--- src/rtl/inst_fetch.sv ---
`default_nettype none
// ============================================================================
// Module   : inst_fetch
// Purpose  : RISC-V instruction fetch stage. Owns the PC, addresses a
//            same-cycle instruction ROM and presents a registered IF/ID
//            output to decode via valid/ready. Redirects reload the PC and
//            flush the fetched instruction.
// Options  : FETCH_MISALIGN_TRAP_EN - misaligned redirect targets produce a
//            single instruction-address-misaligned marker, then fetch halts
//            until the next redirect.
// Revision : 1.0 - initial release
// ============================================================================
module inst_fetch #(
  parameter logic [31:0] RESET_PC = 32'h0000_0000,
  parameter int          ADDR_W   = 11
) (
  input  logic              clk,
  input  logic              rst,
  output logic [ADDR_W-1:0] rom_addr,
  input  logic [31:0]       rom_inst,
  input  logic              redirect_valid,
  input  logic [31:0]       redirect_pc,
  input  logic              id_ready,
  output logic              id_valid,
  output logic [31:0]       id_pc,
  output logic [31:0]       id_inst,
  output logic              id_exc
);

  localparam logic [31:0] NOP = 32'h0000_0013;

`ifdef FETCH_MISALIGN_TRAP_EN
  typedef enum logic [1:0] {
    BOOT = 2'd0,
    RUN  = 2'd1,
    TRAP = 2'd2,
    HALT = 2'd3
  } state_t;
`else
  typedef enum logic {
    BOOT = 1'b0,
    RUN  = 1'b1
  } state_t;
`endif

  state_t      state, state_n;
  logic [31:0] pc, pc_n;
  logic        id_valid_n;
  logic [31:0] id_pc_n;
  logic [31:0] id_inst_n;
  logic        id_exc_n;
  logic        advance;
  logic [31:0] redirect_target;
  state_t      redirect_state;

  // The ROM is word addressed; PC bits above the ROM range are ignored.
  assign rom_addr = pc[ADDR_W+1:2];

  // Decode can take a new instruction when the output slot is empty or drained.
  assign advance = !id_valid || id_ready;

`ifdef FETCH_MISALIGN_TRAP_EN
  // Misaligned targets are loaded verbatim so the trap reports the real PC.
  always_comb begin
    redirect_target = redirect_pc;
    redirect_state  = (redirect_pc[1:0] != 2'b00) ? TRAP : RUN;
  end
`else
  // Without trap support the target is silently forced to word alignment.
  always_comb begin
    redirect_target = redirect_pc & 32'hFFFF_FFFC;
    redirect_state  = RUN;
  end
`endif

  // Next-state and next-output logic; redirect outranks every state action.
  always_comb begin
    state_n    = state;
    pc_n       = pc;
    id_valid_n = id_valid;
    id_pc_n    = id_pc;
    id_inst_n  = id_inst;
    id_exc_n   = id_exc;
    if (redirect_valid) begin
      pc_n       = redirect_target;
      id_valid_n = 1'b0;
      id_inst_n  = NOP;
      id_exc_n   = 1'b0;
      state_n    = redirect_state;
    end else begin
      case (state)
        BOOT: begin
          // ROM settle cycle: nothing is fetched.
          state_n = RUN;
          if (id_valid && id_ready) id_valid_n = 1'b0;
        end
        RUN: begin
          if (advance) begin
            id_valid_n = 1'b1;
            id_pc_n    = pc;
            id_inst_n  = rom_inst;
            id_exc_n   = 1'b0;
            pc_n       = pc + 32'd4;
          end
        end
`ifdef FETCH_MISALIGN_TRAP_EN
        TRAP: begin
          // Emit one marker entry carrying the faulting PC, then stop.
          if (advance) begin
            id_valid_n = 1'b1;
            id_pc_n    = pc;
            id_inst_n  = NOP;
            id_exc_n   = 1'b1;
            state_n    = HALT;
          end
        end
        HALT: begin
          if (id_valid && id_ready) id_valid_n = 1'b0;
        end
`endif
        default: begin
          state_n = RUN;
        end
      endcase
    end
  end

  // State, PC and IF/ID register update with synchronous reset.
  always_ff @(posedge clk) begin
    if (rst) begin
      state    <= BOOT;
      pc       <= RESET_PC;
      id_valid <= 1'b0;
      id_pc    <= 32'h0000_0000;
      id_inst  <= NOP;
    end else begin
      state    <= state_n;
      pc       <= pc_n;
      id_valid <= id_valid_n;
      id_pc    <= id_pc_n;
      id_inst  <= id_inst_n;
    end
  end

`ifdef FETCH_MISALIGN_TRAP_EN
  // Misalignment marker travels with the IF/ID register.
  always_ff @(posedge clk) begin
    if (rst) id_exc <= 1'b0;
    else     id_exc <= id_exc_n;
  end
`else
  // No trap support: the marker is constantly clear.
  assign id_exc = 1'b0;
`endif

endmodule
`default_nettype wire

--- config.mk ---
export PLATFORM = sky130hd
export DESIGN_NAME = inst_fetch
export DESIGN_NICKNAME = d
export VERILOG_FILES = /design/src/rtl/inst_fetch.sv
export SDC_FILE = /design/constraint.sdc
export NUM_CORES = 1
export LEC_CHECK = 0
export CAP_MARGIN = 10
export CORE_AREA = 5 5 97 99
export CTS_BUF_LIST = sky130_fd_sc_hd__clkbuf_8 sky130_fd_sc_hd__clkbuf_16
export DETAILED_ROUTE_END_ITERATION = 10
export DIE_AREA = 0 0 102 104
export PLACE_DENSITY = 0.84
export SLEW_MARGIN = 0
export SYNTH_ARGS = -nofsm -noshare
export SYNTH_HDL_FRONTEND = slang
export SYNTH_SLANG_ARGS = --single-unit
--- constraint.sdc ---
create_clock -name clk -period 2.75 [get_ports clk]
set_input_delay 0.6875 -clock clk [delete_from_list [all_inputs] [get_ports clk]]
set_output_delay 0.6875 -clock clk [all_outputs]
set_load 0.01 [all_outputs]
# Yosys cells after proc, flatten, opt, wreduce, memory -nomap -nowiden
# Index checks and enable logic that the tools add are counted.
# totals
ramBits,0
latchBits,0
romBits,0
output_inout_bits,77
elab_cells,28
mem_count,0
ff_bits,98
# classes
eq_ne,2
n_div,0
magnitude_cmp,0
n_shift,0
n_bitwise,2
reduce_logical,10
muxes,7
multipliers,0
add_sub_neg,1
# op_table
operator,n
$mux 32,3
$add 32x3->32 const B,1
$reduce_and 2->1,3
$reduce_bool 2->1,2
$mux 1,3
$reduce_and 3->1,1
$ne 2x1->1 const B,1
$ne 2x2->1 const B,1
$not 1->1,2
$pmux 1 s2,1
$reduce_or 2->1,1
$logic_and 1x1->1,1
$logic_not 1->1,1
$logic_or 1x1->1,1

# Longest topological paths before layout
# logic_depth
depth_word,5
mapped_depth,7
ltp_nobuf,6

# Worst setup path after synthesis
# No wires, ideal clock.
# synth_path
path_kind,input port to flip-flop
start,in id_ready
end,reg pc[26]
arrival_ns,1.955
setup_time_ns,0.091
setup_slack_ns,0.704
path_stages,5
cell_sequence,nand2b_1 -> nor3b_2 -> nand3_2 -> or3_1 -> a311oi_1
# synth_between
elab_chain_cells,3
# synth_rtl
item,line_no,text
"start, declared",23,"input logic id_ready,"
$logic_or 1x1->1,60,assign advance = !id_valid || id_ready;
$reduce_bool 2->1 (no line),-,
$reduce_and 2->1 (no line),-,
"end signal, assigned",138,pc <= pc_n;
"end, declared",47,"logic [31:0] pc, pc_n;"
# No other way between the ends.
# A chain may end at the register's enable or synchronous reset.

# Worst setup path after layout
# layout_path
start,reg pc[2]
end,out rom_addr[0]
# layout_lines
item,line_no,text
"end, declared",19,"output logic [ADDR_W-1:0] rom_addr,"
# No word-level cell between the ends.

==> summary.md <==
| Metric | Value |
|---|---|
| RSZ-0062 raised after global routing | no |
| Clock Power Share | 0.298 |
| Result of the run | finished clean |
| Count of routing violations after the opening detailed-route iteration | 166 |
| Total CTS buffers | 9 |
| Overall fraction of global-route tracks in use | 0.207 |
| Placer congestion estimate | 0.799 |
| Number of ports placed on the die boundary | 145 |
| Setup tns final | 0 ps |
| TritonCTS sink count | 94 |
| Total overflow reported by the global router | 0 |
| Area of the die | 0.0106 mm2 |
| Most used DFF post-synth | dfxtp_1 |
| Largest stage delay on the critical path | 600 ps |
| CTS Root Buffer Type | clkbuf_8 |
| Finished layout cell area | 0.00558 mm2 |
| Number of nets with antenna violations after detailed routing | 0 |
| Post-detailed-route wirelength per cell | 15.1 um |
| Layout Cells excl Fill | 728 |
| Transition at the pin with the smallest max-transition slack | 584 ps |
| Top delay family on crit path | buffers and inverters |
| Power density over the cells | 481 mW/mm2 |
| Required arrival time at the worst endpoint | 2060 ps |
| Clock tree from TritonCTS | done |
| Hold bufs inserted after CTS | 0 |
| Total detailed-routing wirelength | 11000 um |
| Critical path type | reg2out |
| Antenna violations before repair | 0 |
| Total Power Consumption | 2.68 mW |
| Worst path cell trace | clkdlybuf4s50_1 |
| Number of instances in the placed design | 712 |
| Fmax | 472 MHz |
| Count of unresolved DRC violations after routing | 0 |
| Final-report setup violation count | 0 |
| Detailed-route vias per instance | 5.20 |
| Placed Area | 0.00541 mm2 |
| Synth async-reset ratio | 0 |
| Library cells used by synthesis | 38 |
| Clk_lat worst skew | 350 ps |
| Largest net degree at the start of global routing | 57 |
| Number of failing hold endpoints at the final stage | 0 |
| Shortest period the worst path allows | 2120 ps |
| Deepest clock path buffer count | 2 |
| Chip Height | 104 um |
| Multi-input combinational cell area | 0.00184 mm2 |
| Number of nets in the layout | 684 |
| Nature of the critical path startpoint | flip-flop |
| Number of global-route vias before repair | 3694 |
| DP HPWL | 8200 um |
| Cells after Synth | 492 |
| Buffering stage count on the worst path with inverters included | 1 |
| Setup Skew | 12.5 ps |
| Number of synthesized flops with an enable pin | 0 |
| Final Max Slew Viols | 0 |
| Postcts setup bufs | 0 |
| Detailed Routing Iterations Pass 1 | 4 |
| Internal cell power | 1.96 mW |
| Clock transition at the registers of the reported paths | 80 ps |
| Sw power | 717 uW |
| Core outline area | 0.00847 mm2 |
| Total number of vias | 3782 |
| Synth Register Bits | 94 |
| Wire length of the first global-routing pass | 17900 um |
| Yosys Warn Count | 0 |
| Part of the power in registers | 0.552 |
| Initial core utilization | 0.468 |
| Critical path capture point type | primary output |
| Sequential cell area | 0.00188 mm2 |
| Fillcell total | 703 |
| Max H-tree Level | 3 |
| Share of layout cells above drive strength 1 | 0.0726 |
| ANT cells | 0 |
| Cell with the largest stage delay on the worst path | clkdlybuf4s50_1 |
| Post-CTS resize count | 0 |
| Synth-to-layout area growth | 40.8% |
| Port Buffers | 139 |
| Worst endpoint data arrival time | 1430 ps |
| Count of standard-cell rows | 34 |
| VDD IR max | 0.348 mV |
| Reported max-cap violation count | 0 |
| Sequential area share after synthesis | 0.475 |
| Static power due to leakage | 1.96 nW |
| Cell area after synthesis | 0.00396 mm2 |
| Worst-case headroom to the max-slew limit | 0.609 |
| Period utilisation layout | 0.770 |
| Maximum fanout encountered on the critical timing path | 6 |
| Mean area per synthesized cell | 8.05 um2 |
| Die Span X | 102 um |
| Net switching fraction of the power | 0.268 |
| Fraction of power consumed by combinational cells | 0.150 |
| Type of the worst min-delay path | reg2reg |
==> cells by family (layout without fill, tap and decap cells) <==
group,count (synthesis),count (layout),share of synthesized area
DFF,94,94,0.475
other,1,3,0.000946
xor gates and xnor gates,26,26,0.0575
buffers and inverters,51,177,0.0635
AOI/OAI and AO/OA,94,94,0.139
and+or+nand+nor,225,225,0.261
adders and majority gates,1,1,0.00316
==> per-stage QoR <==
stage          setup WS [ps]   util  hold slack (ps)
3_3_place_gp             312  0.639              441
4_1_cts                  594  0.659              458
6_report                 632  0.659              457
2_1_floorplan            704      -              444
5_1_grt                  467  0.659              477
3_5_place_dp             307  0.639              446
==> power groups by stage <==
stage,clock (mW),sequential [mW],combinational (mW)
floorplan,0,1.51,0.183
global placement,0,1.51,0.394
detailed placement,0,1.51,0.403
CTS,0.813,1.48,0.405
global route,0.884,1.49,0.437
finish,0.799,1.48,0.402
==> final timing paths <==
kind                                start           to  slack, ps  depth (start not counted)
worst max register to register      pc[9]       pc[23]        650                          5
worst min register to register  id_pc[24]    id_pc[24]        460                          2
worst min-delay path            id_pc[24]    id_pc[24]        460                          2
worst max-delay path                pc[2]  rom_addr[0]        630                          1
==> Yosys cell counts, types with 2 or more instances <==
cell	instances	area, um2
dfxtp_1	94	1880
nand2_1	146	548
inv_1	4	15.0
xnor2_1	17	149
a21oi_1	64	320
nand3_1	15	75.1
o22ai_1	2	12.5
buf_4	14	105
inv_2	2	7.51
or3_1	3	18.8
clkbuf_1	27	101
nand2b_1	2	12.5
nor3_1	3	15.0
o211a_1	2	20.0
nor2_1	23	86.3
and2_1	4	25.0
nand4_1	11	68.8
xor2_1	9	78.8
nor4_1	2	12.5
o21ai_1	3	15.0
buf_1	3	11.3
and3_1	4	25.0
a311oi_1	2	17.5
nor4_2	6	75.1
a211oi_1	17	128
==> metal layers <==
metal	track usage	wire (um)	vias to the layer above
li1	-	-	1879
met1	0.245	4450	1765
met2	0.347	5410	128
met3	0.0818	1020	10
met4	0.0497	116	0
met5	0	0	-
==> state kept, by name (all words and copies together), names as in the netlist <==
name      cells
id_inst      32
id_pc        30
id_valid      1
pc           30
state         1
==> cells in the final DEF (no fill, tap or decap), drive strengths merged <==
cell type and n:
and3 4, xor2 9, clkinv 2, o22ai 2, nand3 16, nand4 12
nor3b 1, and4 1, clkinvlp 3, o211a 2, a311oi 2, nor2 23
nand2b 2, buf 17, or4 1, and2 4, o21ai 4, inv 8
a21oi 64, a211o 1, nand2 146, nor4 9, clkbuf 9, ha 1
or3 3, clkdlybuf4s50 138, dfxtp 94, conb 3, xnor2 17, a211oi 18
o2111a 1, nor3 3
==> cell type report <==
| class | instances | area share |
|---|---|---|
| clock buffers | 9 | 0.0222 |
| clock inverters | 7 | 0.00785 |
| inverters | 6 | 0.00404 |
| multi-input cells | 349 | 0.330 |
| flip-flops and latches | 94 | 0.337 |
| well taps | 108 | 0.0242 |
| repair buffers | 155 | 0.275 |
==> worst register-to-register path, cell delays in order (launching register included) <==
cell,delay [ps]
dfxtp_1,480
nand4_2,190
or3_1,630
nor4_4,400
a211o_1,180
o2111a_1,180
Note: power is estimated with default switching activity, not from simulation.
